==> config.mk <==
export PLATFORM = sky130hd
export DESIGN_NAME = vtgen
export DESIGN_NICKNAME = d
export VERILOG_FILES = /design/src/rtl/vtgen.sv
export SDC_FILE = /design/constraint.sdc
export NUM_CORES = 1
export LEC_CHECK = 0
export CAP_MARGIN = 20
export CORE_MARGIN = 2
export CORE_UTILIZATION = 63
export CTS_BUF_LIST = sky130_fd_sc_hd__clkbuf_8
export CTS_CLUSTER_SIZE = 12
export DETAILED_ROUTE_END_ITERATION = 10
export PLACE_DENSITY_LB_ADDON = 0.2
export SYNTH_ARGS = -nofsm -noshare
export SYNTH_HDL_FRONTEND = slang
export SYNTH_SLANG_ARGS = --single-unit
==> constraint.sdc <==
create_clock -name PixelClk -period 3.7 [get_ports PixelClk]
set_input_delay 0.74 -clock PixelClk [delete_from_list [all_inputs] [get_ports PixelClk]]
set_output_delay 0.74 -clock PixelClk [all_outputs]
set_load 0.01 [all_outputs]
==> src/rtl/vtgen.sv <==
// vtgen: video timing and scan-address generator in the PixelClk domain.
// A fetch counter pair runs FETCHLEAD cycles ahead of a display counter pair.
// Display counters drive sync/blank/position. Fetch counters drive memory read
// requests, with integer pixel/line replication, a runtime line stride and a
// double-buffered frame base that swaps only at the fetch frame boundary.
//
// Handshake: FetchReq is a single-cycle request with no back-pressure. The
// arbiter must take it in the cycle it is presented. FetchAddr is meaningful
// only while FetchReq is high and is held at zero otherwise.
module vtgen #(
    parameter int XWIDTH      = 10,
    parameter int YWIDTH      = 10,
    parameter int AWIDTH      = 19,
    parameter int HACT        = 640,
    parameter int HFP         = 16,
    parameter int HSW         = 96,
    parameter int HBP         = 48,
    parameter int VACT        = 480,
    parameter int VFP         = 10,
    parameter int VSW         = 2,
    parameter int VBP         = 33,
    parameter bit HSPOL       = 1'b0,
    parameter bit VSPOL       = 1'b0,
    parameter int PIXPERFETCH = 2,
    parameter int XSCALE      = 1,
    parameter int YSCALE      = 1,
    parameter int FETCHLEAD   = 4,
    parameter int BASEINIT    = 0
) (
    input  logic              PixelClk,
    input  logic              ResetN,
    input  logic              VideoEn,
    input  logic [AWIDTH-1:0] LineStride,
    input  logic [AWIDTH-1:0] BaseAddrIn,
    input  logic              BaseLoad,
    output logic              BasePending,
    output logic [XWIDTH-1:0] PixelCnt,
    output logic [YWIDTH-1:0] LineCnt,
    output logic              HSync,
    output logic              VSync,
    output logic              Blank,
    output logic              FrameStart,
    output logic              FetchReq,
    output logic [AWIDTH-1:0] FetchAddr
);

    localparam int HTOTAL   = HACT + HFP + HSW + HBP;
    localparam int VTOTAL   = VACT + VFP + VSW + VBP;
    localparam int FETCHDIV = PIXPERFETCH * XSCALE;

    // Typed timing constants so every compare is width-matched.
    localparam logic [XWIDTH-1:0] HMAX      = XWIDTH'(HTOTAL - 1);
    localparam logic [XWIDTH-1:0] HACTV     = XWIDTH'(HACT);
    localparam logic [XWIDTH-1:0] HSSTART   = XWIDTH'(HACT + HFP);
    localparam logic [XWIDTH-1:0] HSEND     = XWIDTH'(HACT + HFP + HSW);
    localparam logic [XWIDTH-1:0] HDISPINIT = XWIDTH'(HTOTAL - FETCHLEAD);
    localparam logic [YWIDTH-1:0] VMAX      = YWIDTH'(VTOTAL - 1);
    localparam logic [YWIDTH-1:0] VACTV     = YWIDTH'(VACT);
    localparam logic [YWIDTH-1:0] VSSTART   = YWIDTH'(VACT + VFP);
    localparam logic [YWIDTH-1:0] VSEND     = YWIDTH'(VACT + VFP + VSW);
    localparam logic [YWIDTH-1:0] VDISPINIT = YWIDTH'(VTOTAL - 1);
    localparam logic [XWIDTH-1:0] DIVMAX    = XWIDTH'(FETCHDIV - 1);
    localparam logic [YWIDTH-1:0] YREPMAX   = YWIDTH'(YSCALE - 1);
    localparam logic [AWIDTH-1:0] BASERST   = AWIDTH'(BASEINIT);

    // Fetch and display counter pairs.
    logic [XWIDTH-1:0] fetchX;
    logic [YWIDTH-1:0] fetchY;
    logic [XWIDTH-1:0] dispX;
    logic [YWIDTH-1:0] dispY;

    // Divider-free address generation: subCnt counts replicated pixels
    // within one fetched byte, byteCnt counts bytes along the line, yRep
    // counts replicated source lines.
    logic [XWIDTH-1:0] subCnt;
    logic [XWIDTH-1:0] byteCnt;
    logic [YWIDTH-1:0] yRep;

    // Address bases and the double-buffer pending register.
    logic [AWIDTH-1:0] lineBase;
    logic [AWIDTH-1:0] frameBase;
    logic [AWIDTH-1:0] pendBase;
    logic              pendFlag;

    // Decoded conditions.
    logic              fetchXWrap;
    logic              fetchYWrap;
    logic              fetchFrameEnd;
    logic              dispXWrap;
    logic              dispYWrap;
    logic [AWIDTH-1:0] nextFrameBase;
    logic              fetchHit;
    logic [AWIDTH-1:0] fetchAddrNext;
    logic              dispActive;
    logic              hSyncActive;
    logic              vSyncActive;
    logic              frameOrigin;

    // Combinational decode of counter state into next-cycle outputs.
    always_comb begin
        fetchXWrap    = (fetchX == HMAX);
        fetchYWrap    = (fetchY == VMAX);
        fetchFrameEnd = fetchXWrap && fetchYWrap;
        dispXWrap     = (dispX == HMAX);
        dispYWrap     = (dispY == VMAX);
        // The base that the next fetch frame starts from.
        nextFrameBase = pendFlag ? pendBase : frameBase;
        fetchHit      = (fetchX < HACTV) && (fetchY < VACTV) && VideoEn
                        && (subCnt == '0);
        fetchAddrNext = lineBase + AWIDTH'(byteCnt);
        dispActive    = (dispX < HACTV) && (dispY < VACTV) && VideoEn;
        hSyncActive   = (dispX >= HSSTART) && (dispX < HSEND);
        vSyncActive   = (dispY >= VSSTART) && (dispY < VSEND);
        frameOrigin   = (dispX == '0) && (dispY == '0);
    end

    // Fetch position: raster scan that leads the display by FETCHLEAD.
    always_ff @(posedge PixelClk) begin
        if (!ResetN) begin
            fetchX <= '0;
            fetchY <= '0;
        end else if (fetchXWrap) begin
            fetchX <= '0;
            fetchY <= fetchYWrap ? '0 : fetchY + 1'b1;
        end else begin
            fetchX <= fetchX + 1'b1;
        end
    end

    // Display position: same raster, started FETCHLEAD cycles behind fetch.
    always_ff @(posedge PixelClk) begin
        if (!ResetN) begin
            dispX <= HDISPINIT;
            dispY <= VDISPINIT;
        end else if (dispXWrap) begin
            dispX <= '0;
            dispY <= dispYWrap ? '0 : dispY + 1'b1;
        end else begin
            dispX <= dispX + 1'b1;
        end
    end

    // Horizontal replication/byte counters, restarted every fetch line.
    always_ff @(posedge PixelClk) begin
        if (!ResetN || fetchXWrap) begin
            subCnt  <= '0;
            byteCnt <= '0;
        end else if (subCnt == DIVMAX) begin
            subCnt  <= '0;
            byteCnt <= byteCnt + 1'b1;
        end else begin
            subCnt <= subCnt + 1'b1;
        end
    end

    // Vertical replication counter, restarted every fetch frame.
    always_ff @(posedge PixelClk) begin
        if (!ResetN) begin
            yRep <= '0;
        end else if (fetchXWrap) begin
            if (fetchYWrap || (yRep == YREPMAX)) begin
                yRep <= '0;
            end else begin
                yRep <= yRep + 1'b1;
            end
        end
    end

    // Line base: reloaded from the (possibly swapped) frame base at the frame
    // boundary, stepped by LineStride after the last replica of a source line.
    always_ff @(posedge PixelClk) begin
        if (!ResetN) begin
            lineBase <= BASERST;
        end else if (fetchXWrap) begin
            if (fetchYWrap) begin
                lineBase <= nextFrameBase;
            end else if ((fetchY < VACTV) && (yRep == YREPMAX)) begin
                lineBase <= lineBase + LineStride;
            end
        end
    end

    // Double buffer: a load always wins the pending slot, and a swap at the
    // frame boundary consumes the value that was pending before that edge.
    always_ff @(posedge PixelClk) begin
        if (!ResetN) begin
            frameBase <= BASERST;
            pendBase  <= '0;
            pendFlag  <= 1'b0;
        end else begin
            if (fetchFrameEnd && pendFlag) begin
                frameBase <= pendBase;
            end
            if (BaseLoad) begin
                pendBase <= BaseAddrIn;
                pendFlag <= 1'b1;
            end else if (fetchFrameEnd) begin
                pendFlag <= 1'b0;
            end
        end
    end

    assign BasePending = pendFlag;

    // Registered outputs, all reflecting the previous cycle's counter state.
    always_ff @(posedge PixelClk) begin
        if (!ResetN) begin
            HSync      <= ~HSPOL;
            VSync      <= ~VSPOL;
            Blank      <= 1'b1;
            FrameStart <= 1'b0;
            FetchReq   <= 1'b0;
            FetchAddr  <= '0;
            PixelCnt   <= '0;
            LineCnt    <= '0;
        end else begin
            HSync      <= hSyncActive ? HSPOL : ~HSPOL;
            VSync      <= vSyncActive ? VSPOL : ~VSPOL;
            Blank      <= ~dispActive;
            FrameStart <= frameOrigin;
            FetchReq   <= fetchHit;
            FetchAddr  <= fetchHit ? fetchAddrNext : '0;
            PixelCnt   <= dispX;
            LineCnt    <= dispY;
        end
    end

endmodule

# ---- Word-level counts from Yosys, hierarchy flattened
# Cells that the tools add are included.
dict set report classes {
  n_mux 11
  add_sub_neg 9
  n_reduce_logical 25
  div_mod_pow 0
  bitwise 2
  n_shift 0
  n_eq_ne 5
  order_cmp 8
  multipliers 0
}
# operator count
set ops {}
lappend ops {{$add A10 B1 Y10 const B} 7}
lappend ops {{$mux W19} 3}
lappend ops {{$eq A10 B10 Y1 const B} 4}
lappend ops {{$logic_not A10 Y1} 4}
lappend ops {{$mux W10} 4}
lappend ops {{$lt A10 B10 Y1 const B} 3}
lappend ops {{$lt A10 B9 Y1 const B} 3}
lappend ops {{$add A19 B10 Y19} 1}
lappend ops {{$add A19 B19 Y19} 1}
lappend ops {{$logic_and A1 B1 Y1} 11}
lappend ops {{$eq A10 B1 Y1 const B} 1}
lappend ops {{$ge A10 B10 Y1 const B} 1}
lappend ops {{$ge A10 B9 Y1 const B} 1}
lappend ops {{$reduce_or A2 Y1} 3}
lappend ops {{$mux W1} 4}
lappend ops {{$reduce_and A2 Y1} 2}
lappend ops {{$reduce_bool A2 Y1} 2}
lappend ops {{$logic_or A1 B1 Y1} 2}
lappend ops {{$not A1 Y1} 2}
lappend ops {{$logic_not A1 Y1} 1}
dict set report word_totals {
  out_inout_bits 45
  reg_bits 172
  mem_bits_rw 0
  latchBits 0
  in_bits 42
  elab_cells 80
  memories 0
  rom_bits 0
}

# ---- Depth between registers and ports, before layout
# Gate-level depths: netlist of run 1.
dict set report logic_depth {
  ltp_word 5
  depth_mapped 11
  mapped_depth_nobuf 11
}

# ---- Worst setup path after synthesis of run 1
# No wires, ideal clock.
dict set report synth_path {
  path_type {input port to flip-flop}
  startpoint {input port LineStride[0]}
  endpoint {register lineBase[18]}
  stages 11
  required_time_ns 3.573
  setup_ns 0.127
  arrival_time_ns 2.544
  slack_ns 1.028
  path_buffers 0
  path_cell_list {ha_1 -> inv_1 -> fa_1 -> nor2b_1 -> o21ai_1 -> o21ai_1 -> a31oi_1 -> o21ai_0 -> a22oi_1 -> mux2i_1 -> o211ai_1}
}
dict set report synth_via {
  elab_chain_cells 3
}
# item line
set synth_lines {}
lappend synth_lines {{start, declared} 33} ;# input logic [AWIDTH-1:0] LineStride,
lappend synth_lines {{$add A19 B19 Y19} 178} ;# lineBase <= lineBase + LineStride;
lappend synth_lines {{$mux W19} 177} ;# end else if ((fetchY < VACTV) && (yRep == YREPMAX)) begin
lappend synth_lines {{$mux W19} 175} ;# if (fetchYWrap) begin
lappend synth_lines {{end signal, assigned} 176} ;# lineBase <= nextFrameBase;
lappend synth_lines {{end signal, assigned} 178}
lappend synth_lines {{end, declared} 80} ;# logic [AWIDTH-1:0] lineBase;
# No other way between the ends. The select of a mux whose other input is x is not followed.
# A chain may end at the register's enable or synchronous reset.

# ---- Worst setup path in the final report of run 1
# Ends and elaborated chain as after synthesis.

==> flow_summary_export.csv, run 1 <==
group,metric,value,unit
setup_path,required,4030,ps
drt,wl_per_cell,14.9,um
floorplanning,boundaryPins,87,
timing,finalHoldViolations,0,
drt,met1_length,7980,um
min_path,min_path_cells,2,
floorplanning,core_area,12600,um^2
synth,synth_area_leaders,"dfxtp_1, ha_1, nor2_1",
finish,nets,1080,
synth,synth_top_area_share,42.7,%
synth,ys_ff_latch,172,
drt,top_layer,"met4",
setup_path,startpoint_type,"input pin",
clock_tree,numCtsBuffers,17,
timing,slew-limit-headroom,49.0,%
synth,yosysMostFrequentCell,"dfxtp_1",
floorplanning,die_w,117,um
grt,first_global_vias,6073,
finish,area_growth,17.4,%
finish,drive_gt1_share,6.16,%
placed_design,gp_congestion,0.845,
setup_path,worstReg2RegEnd,"lineBase[14]",
floorplanning,rows,41,
min_path,min_from,"frameBase[1]",
drt,drc,0,
finish,diodes,0,
clock_tree,clock_sinks,172,
placed_design,pre_cts_slack,285,ps
finish,multiInputGateArea,4370,um^2
power_and_ir_drop,vdd_drop_max,0.000337,V
drt,num_vias,6564,
setup_path,crit_fanout,3,
timing,rsz0062_at_grt,"false",
timing,whs,455,ps
placed_design,io_buffers,86,
clock_tree,cts_setup_buffers,0,
timing,slew_violations,0,
drt,drt_wl_total,17500,um
setup_path,setup.worst_path.end_class,"flop",
drt,route.met3.wl,787,um
timing,max_freq,338,MHz
timing,period_share,79.9,%
setup_path,worstSetupPathType,"input pin to flop",
synth,synth_top_area_cell,"dfxtp_1",
clock_tree,post_cts_resized,0,
timing,fin_skew,7.35,ps
grt,grt_first_pass_wirelength,28500,um
clock_tree,clk_latency,460,ps
clock_tree,clk_root_buffer_cell,"clkbuf_8",
setup_path,cp.arrival,3290,ps
min_path,hp-class,"flop to flop",
finish,utilization,75.3,%
setup_path,r2r_start,"fetchY[0]",
clock_tree,cts_tree,"yes",
drt,routed-wl-met2,8410,um
grt,grt_max_degree,40,
setup_path,reg2reg_slack,970,ps
synth,synthArstFlopShare,0,%
finish,fillers,992,
synth,netlist_area,8070,um^2
grt,track_usage,26.4,%
synth,ys_warn_count,0,
drt,firstDrtPassIters,5,
synth,yosys.cell_types.count,67,
synth,ys_top_cells_by_count,"dfxtp_1, nor2_1, nand2_1",
setup_path,reg2regPathDepth,10,
timing,worst_pin_slew,765,ps
power_and_ir_drop,leakagePower,0.00373,uW
finish,seq_area,3440,um^2
drt,postRouteAntennaNets,0,
timing,fin_tns_setup,0,ps
synth,syn_inst,915,
job,maxCapViolations,0,
min_path,hold_end,"frameBase[1]",
synth,yosysSeqAreaShare,42.7,%
floorplanning,die_h,117,um
synth,synth-edff-count,0,
timing,post-route-min-period,2960,ps
synth,ys_dominant_reg_cell,"dfxtp_1",
clock_tree,path_clk_slew,80,ps
clock_tree,htreeDepth,4,
clock_tree,cts_buffer_depth,2,
placed_design,dp_hpwl,12500,um
clock_tree,cts-hold-fix-buffers,0,
timing,finalWorstSetupSlack,743,ps
synth,syn-num-nets,1000,
synth,syn_area_per_cell,8.82,um^2
drt,routed_via_density,5.57,
floorplanning,floorplan.die_area,13700,um^2
grt,overflow,0,
power_and_ir_drop,p_per_area,382,nW/um^2
run_status,outcome,"finished, final reports clean",
drt,detailedRoute.firstIterationViolations,363,
floorplanning,start_util,64.2,%
timing,setup_viol,0,
grt,antenna_found_initial,0,
critical path: stages:
cell and delay, ps:
clkdlybuf4s50_1 460, ha_1 170, inv_1 60, fa_1 400, nor2b_1 130, o21ai_1 80, o21ai_1 260, a31oi_1 220
o21ai_0 370, a22oi_1 140, mux2i_1 160, o211ai_1 100
cell usage in the layout (no fill, tap or decap), types with 4 or more instances in the layout:
cell	n
xnor2_1	35
nand3_1	30
a211oi_1	8
clkbuf_8	20
dfxtp_1	172
a21oi_1	56
ha_1	41
mux2_2	5
a31oi_1	8
clkdlybuf4s50_1	86
or3_1	11
inv_1	27
nor2_1	125
and3_1	14
nand4_1	12
o21ai_0	35
a21o_1	14
o211ai_1	6
nor4_1	7
nand2_1	98
nand2b_1	4
nor2b_1	10
and2_1	18
mux2i_1	37
buf_4	8
nor3_1	15
xor2_1	41
worst max-delay path by stage:
| stage | end | slack, ps | startpoint |
|---|---|---|---|
| after floorplan | lineBase[18] | 1030 | LineStride[0] |
| after global placement | lineBase[18] | 280 | LineStride[0] |
| after detailed placement | lineBase[18] | 280 | LineStride[0] |
| after CTS | lineBase[18] | 760 | LineStride[0] |
| after global routing | lineBase[18] | 490 | LineStride[0] |
| final | lineBase[18] | 740 | LineStride[0] |
where the power goes:
| part | switching (uW) | total (uW) | internal (uW) |
|---|---|---|---|
| Sequential | 57.6 | 1960 | 1900 |
| Combinational | 148 | 294 | 146 |
| Clock | 651 | 1370 | 714 |
kinds of logic after synthesis:
logic type	count (synthesis)	synth area share (%)
DFF	172	42.7
xor gates and xnor gates	76	8.25
and+or+nand+nor	372	22.5
adders and majority gates	43	6.86
buffers and inverters	60	3.16
AOI/OAI and AO/OA	150	11.3
muxes	42	5.29
flip-flops by register name (all words and copies together) (netlist names):
register     flops
Blank            1
frameBase       19
FrameStart       1
LineCnt         10
fetchX          10
FetchAddr       19
BasePending      1
yRep            10
PixelCnt        10
fetchY          10
dispX           10
byteCnt         10
subCnt          10
dispY           10
pendBase        19
VSync            1
HSync            1
lineBase        19
FetchReq         1
final cells by class:
cell class | count | share of cell area (%)
well taps | 172 | 2.27
multi-input cells | 683 | 46.1
clock buffers | 20 | 2.91
flip-flops and latches | 172 | 36.4
repair buffers | 94 | 9.73
inverters | 27 | 1.07
clock inverters | 11 | 1.52
stage by stage:
stage / instances / instance area [um^2] / total power, uW
3_3_place_gp: 1148 / 9050 / 2290
3_5_place_dp: 1148 / 9050 / 2290
4_1_cts: 1179 / 9470 / 3640
6_report: 1179 / 9470 / 3620
2_1_floorplan: 915 / 8070 / 2170
5_1_grt: 1179 / 9470 / 3760
per-layer routing:
layer / track usage (%) / vias to the layer above
li1: - / 3309
met1: 33.7 / 3089
met2: 43.9 / 135
met3: 5.51 / 31
met4: 10.5 / 0
met5: 0 / -
No activity file was read; power rests on OpenSTA's default activity.
==> inputs of run 2 (changes only) <==
--- a/config.mk
+++ b/config.mk
@@ -7,7 +7,7 @@
 export LEC_CHECK = 0
 export CAP_MARGIN = 20
 export CORE_MARGIN = 2
-export CORE_UTILIZATION = 63
+export CORE_UTILIZATION = 53
 export CTS_BUF_LIST = sky130_fd_sc_hd__clkbuf_8
 export CTS_CLUSTER_SIZE = 12
 export DETAILED_ROUTE_END_ITERATION = 10
==> constraint.sdc (replaced) <==
create_clock -name PixelClk -period 2.45 [get_ports PixelClk]
set_input_delay 0.49 -clock PixelClk [delete_from_list [all_inputs] [get_ports PixelClk]]
set_output_delay 0.49 -clock PixelClk [all_outputs]
set_load 0.01 [all_outputs]
==> run 2 against run 1 <==
Compared with the run above: final area up 5.7%; critical endpoint is now lineBase[13]; die area up 18%; largest cell class unchanged; cell count up 5.6%; worst setup slack worse by 730 ps; via count up 2.8%; register-to-register slack worse by 930 ps.
==> flow_summary_export.csv, run 2 (synthesis gave the netlist of run 1 again) <==
group,metric,value,unit
run_status,outcome,"finished, final reports clean",
clock_tree,path_clk_slew,100,ps
drt,num_vias,6748,
floorplanning,start_util,53.7,%
floorplanning,floorplan.die_area,16200,um^2
finish,final_cell_area,10000,um^2
clock_tree,cts-hold-fix-buffers,0,
min_path,hp-class,"flop to flop",
setup_path,required,2780,ps
grt,overflow,0,
finish,area_growth,24.1,%
min_path,min_from,"frameBase[1]",
finish,mostFrequentLayoutCell,"dfxtp_1",
grt,track_usage,23.2,%
setup_path,r2r_start,"lineBase[0]",
placed_design,dpl-instance-area,9450,um^2
clock_tree,clock_sinks,172,
clock_tree,htreeDepth,4,
setup_path,setup.worst_path.end_class,"flop",
timing,post-route-min-period,2430,ps
grt,grt_max_degree,33,
power_and_ir_drop,total_power,5450,uW
clock_tree,clk_root_buffer_cell,"clkbuf_8",
job,maxCapViolations,0,
floorplanning,die_h,127,um
timing,slew-limit-headroom,70.4,%
setup_path,cp.arrival,2760,ps
placed_design,dp_hpwl,13100,um
drt,detailedRoute.firstIterationViolations,373,
min_path,hold_end,"frameBase[1]",
floorplanning,core_area,15000,um^2
drt,routed_via_density,5.42,
drt,firstDrtPassIters,5,
timing,setup_viol,0,
timing,finalWorstSetupSlack,15.7,ps
timing,finalHoldViolations,0,
finish,diodes,0,
floorplanning,boundaryPins,87,
min_path,min_path_cells,2,
grt,antenna_found_initial,0,
grt,first_global_vias,6332,
setup_path,reg2regPathDepth,10,
drt,wl_per_cell,14.6,um
setup_path,worstSetupPathType,"input pin to flop",
clock_tree,cts_buffer_depth,2,
timing,fin_tns_setup,0,ps
timing,period_share,99.4,%
timing,fin_skew,10.9,ps
timing,slew_violations,0,
drt,drc,0,
placed_design,pre_cts_slack,-551,ps
finish,nets,1129,
setup_path,reg2reg_slack,40,ps
drt,drt_wl_total,18200,um
clock_tree,numCtsBuffers,17,
setup_path,startpoint_type,"input pin",
power_and_ir_drop,p_per_area,544,nW/um^2
placed_design,gp_congestion,0.874,
setup_path,crit_fanout,3,
floorplanning,die_w,127,um
power_and_ir_drop,leakagePower,0.00401,uW
timing,worst_pin_slew,444,ps
power_and_ir_drop,vdd_drop_max,0.000363,V
timing,max_freq,411,MHz
finish,drive_gt1_share,13.2,%
placed_design,io_buffers,86,
drt,postRouteAntennaNets,0,
finish,mostFrequentLayoutCells,"dfxtp_1, nor2_1, nand2_1, clkdlybuf4s50_1, a21oi_1",
timing,whs,455,ps
floorplanning,rows,45,
clock_tree,cts_tree,"yes",
clock_tree,clk_latency,460,ps
grt,grt_first_pass_wirelength,30500,um
finish,fillers,1211,
setup_path,worstReg2RegEnd,"lineBase[13]",
run 2: changes by cell type in the layout (fill, tap and decap cells not counted), sizes merged:
cell	before	now
bufinv	3	1
inv	28	36
dlymetal6s2s	0	4
clkbuf	20	18
clkinvlp	3	2
buf	8	57
clkinv	4	2
clkdlybuf4s50	86	82
run 2: how the worst max path moves through the flow:
stage	start	endpoint	slack (ps)
after floorplan	LineStride[0]	lineBase[18]	30
after global placement	LineStride[0]	lineBase[18]	-520
after detailed placement	LineStride[0]	lineBase[18]	-550
after CTS	LineStride[1]	lineBase[15]	5
after global routing	LineStride[0]	lineBase[18]	-6
final	LineStride[1]	lineBase[13]	20
run 2: worst max-delay path, cell delays in order:
cell	delay, ps
clkdlybuf4s50_1	550
ha_4	240
a21oi_4	140
nor2_2	50
o31a_1	270
o2111ai_2	280
a31oi_4	150
o21a_1	200
a2111oi_1	390
run 2: repair_timing:
item,in CTS,in global routing
resized for setup,6,33
buffers inserted,1,2
pin swaps,2,12
setup endpoints to repair,9,14
run 2: area by class of cell:
| class | count | area [um^2] | area share (%) |
|---|---|---|---|
| multi-input combinational | 683 | 4490 | 44.8 |
| sequential | 172 | 3450 | 34.4 |
| tap | 188 | 235 | 2.35 |
| clock inverter | 14 | 150 | 1.50 |
| timing repair buffer | 143 | 1340 | 13.4 |
| inverter | 27 | 101 | 1.01 |
| clock buffer | 18 | 248 | 2.48 |
run 2: layer usage:
layer | vias to the layer above | wire, um | track usage, % | part of all wire [%]
met4 | 0 | 263 | 6.79 | 1.4
met1 | 3176 | 8610 | 30.2 | 47
met3 | 21 | 747 | 4.56 | 4.1
met5 | - | 0 | 0 | 0
met2 | 145 | 8610 | 39.2 | 47
li1 | 3406 | - | - | -
run 2: stage by stage:
stage | cells | utilization [%]
after global placement | 1210 | 62.9
after global routing | 1245 | 66.6
after floorplan | 915 | -
after detailed placement | 1210 | 62.9
after CTS | 1243 | 65.7
final | 1245 | 66.6
run 2: where the power goes:
group | switching [uW] | leakage [uW] | internal [uW] | total (uW)
clock network | 1120 | 0.000200 | 877 | 1990
registers | 79.3 | 0.00140 | 2870 | 2950
logic | 245 | 0.00242 | 255 | 500
total | 1440 | 0.00401 | 4010 | 5450
==> inputs of run 3 (changes only) <==
--- a/config.mk
+++ b/config.mk
@@ -7,11 +7,13 @@
 export LEC_CHECK = 0
 export CAP_MARGIN = 20
 export CORE_MARGIN = 2
-export CORE_UTILIZATION = 53
+export CORE_UTILIZATION = 45
 export CTS_BUF_LIST = sky130_fd_sc_hd__clkbuf_8
 export CTS_CLUSTER_SIZE = 12
 export DETAILED_ROUTE_END_ITERATION = 10
+export GPL_TIMING_DRIVEN = 0
 export PLACE_DENSITY_LB_ADDON = 0.2
+export SKIP_LAST_GASP = 1
 export SYNTH_ARGS = -nofsm -noshare
 export SYNTH_HDL_FRONTEND = slang
 export SYNTH_SLANG_ARGS = --single-unit
==> run 3 against run 2 <==
Compared with the run above: sequential cell count is the same; largest power group unchanged; largest cell class unchanged; count of clock-buffer cells in the layout shrank 1; sequential power is essentially flat.
==> flow_summary_export.csv, run 3 (synthesis gave the netlist of run 1 again) <==
group,metric,value,unit
run_status,outcome,"finished, final reports clean",
floorplanning,start_util,46.3,%
setup_path,crit_chain,"clkdlybuf4s50_1 > ha_4 > a21oi_1 > nor2b_1 > o31a_1 > o2111ai_2 > a31oi_4 > o21ai_1 > mux2_2 > a21oi_1",
timing,rsz0062_at_grt,"true",
clock_tree,htreeDepth,4,
power_and_ir_drop,p_switching,1510,uW
clock_tree,cts-hold-fix-buffers,0,
power_and_ir_drop,p_sw_share,27.6,%
grt,track_usage,20.6,%
finish,nets,1122,
floorplanning,boundaryPins,87,
timing,worst_pin_slew,781,ps
setup_path,setup.worst_path.end_class,"flop",
drt,detailedRoute.firstIterationViolations,335,
placed_design,gp_congestion,0.848,
finish,area_growth,23.5,%
grt,grt_util_met1,26.7,%
power_and_ir_drop,power.share.clock,37.2,%
floorplanning,rows,48,
drt,drc,0,
floorplanning,core_area,17400,um^2
clock_tree,path_clk_slew,100,ps
grt,first_global_vias,6219,
timing,period_share,99.3,%
timing,max_freq,411,MHz
timing,whs,454,ps
grt,use_met3,5.34,%
placed_design,io_buffers,84,
power_and_ir_drop,leakagePower,0.00394,uW
job,maxCapViolations,0,
grt,met2_usage,34.0,%
timing,finalHoldViolations,0,
clock_tree,numCtsBuffers,17,
placed_design,post-place-cells,1224,
clock_tree,cts_buffer_depth,2,
drt,routed_via_density,5.20,
floorplanning,die_w,138,um
timing,post-route-min-period,2430,ps
clock_tree,cts_tree,"yes",
timing,setup_viol,0,
setup_path,critPathMostFrequentCell,"a21oi_1",
drt,drt_wl_total,19100,um
floorplanning,die_h,138,um
finish,fillers,1599,
grt,antenna_found_initial,0,
grt,grt_max_degree,19,
floorplanning,floorplan.die_area,19000,um^2
power_and_ir_drop,seqPwrFrac,53.9,%
setup_path,crit_fanout,4,
finish,stdcell_count,1275,
power_and_ir_drop,vdd_drop_max,0.000373,V
setup_path,cp.arrival,2850,ps
timing,slew_violations,0,
setup_path,critPathBufInv,1,
power_and_ir_drop,pwr-share-comb,8.9,%
min_path,hp-class,"flop to flop",
timing,slew-limit-headroom,47.9,%
grt,grt.busiest_layer,"met2",
setup_path,worstSetupPathType,"input pin to flop",
power_and_ir_drop,p_per_area,551,nW/um^2
drt,firstDrtPassIters,5,
grt,grt_first_pass_wirelength,30600,um
setup_path,required,2860,ps
drt,postRouteAntennaNets,0,
setup_path,startpoint_type,"input pin",
drt,wl_per_cell,15.0,um
finish,mostFrequentLayoutCell,"dfxtp_1",
drt,num_vias,6628,
timing,fin_skew,9.31,ps
finish,diodes,0,
clock_tree,clk_latency,480,ps
clock_tree,clock_sinks,172,
grt,overflow,0,
finish,drive_gt1_share,11.2,%
power_and_ir_drop,p_int,3970,uW
setup_path,cpLargestDelayFamily,"compound AO/OA/AOI/OAI gates",
setup_path,crit_path_top_delay_cell,"clkdlybuf4s50_1",
clock_tree,clk_root_buffer_cell,"clkbuf_8",
finish,mostFrequentLayoutCells,"dfxtp_1, nor2_1, nand2_1, clkdlybuf4s50_1, a21oi_1",
setup_path,slowest_delay,530,ps
placed_design,dp_hpwl,13600,um
-- run 3: cell types whose count changed in the layout (fill, tap and decap cells not counted), sizes merged --
cell / change
dlymetal6s2s: +1
buf: -26
clkinv: +2
clkdlybuf4s50: -3
clkbuf: +20
inv: +1
clkinvlp: -2
-- run 3: repair_timing --
action,in CTS,in global routing
setup buffers,11,8
resized for setup,14,42
endpoints found under the setup margin,40,41
endpoints found under the hold margin,0,0
pin swaps,5,16
-- run 3: final timing paths --
path	startpoint	endpoint	slack [ps]	depth (start not counted)
setup / recovery	LineStride[3]	lineBase[15]	20	10
hold / removal	frameBase[1]	frameBase[1]	450	2
setup reg to reg	lineBase[1]	lineBase[15]	30	9
hold reg to reg	frameBase[1]	frameBase[1]	450	2
-- run 3: area by class of cell --
cell class	count	area [um^2]	area share, %
clock buffer	17	234	2.35
multi-input combinational	683	4570	45.9
timing repair buffer	103	996	10.0
sequential	172	3450	34.6
buffer	33	158	1.58
clock inverter	15	170	1.71
tap	225	282	2.83
inverter	27	101	1.02
-- run 3: power by group through the flow --
stage	sequential (uW)	combinational, uW	clock [uW]
after floorplan	3010	265	0
after global placement	3020	466	0
after detailed placement	3020	469	0
after CTS	2950	475	2090
after global routing	2970	535	2200
final	2950	487	2040
-- run 3: routing by layer --
| layer | up-vias | routed length (um) |
|---|---|---|
| met1 | 3092 | 8880 |
| met2 | 127 | 9050 |
| met5 | - | 0 |
| met4 | 0 | 190 |
| li1 | 3397 | - |
| met3 | 12 | 1020 |
-- run 3: stage by stage --
step / utilization [%] / area, um^2 / setup WS (ps) / TNS, ps / total power (uW)
final: 57.2 / 9960 / 16.1 / 0 / 5480
after global routing: 57.2 / 9960 / -124 / -215 / 5700
after CTS: 55.8 / 9720 / -27.7 / -27.7 / 5520
after detailed placement: 52.8 / 9190 / -845 / -8700 / 3490
after global placement: 52.8 / 9190 / -865 / -7970 / 3480
after floorplan: - / 8070 / 28.3 / 0 / 3270
-- run 3: worst min-delay path, delay by kind of cell (launching register included) --
family          cells  cell delay (ps)
simple gates        1               50
flops               1              320
compound gates      1               50
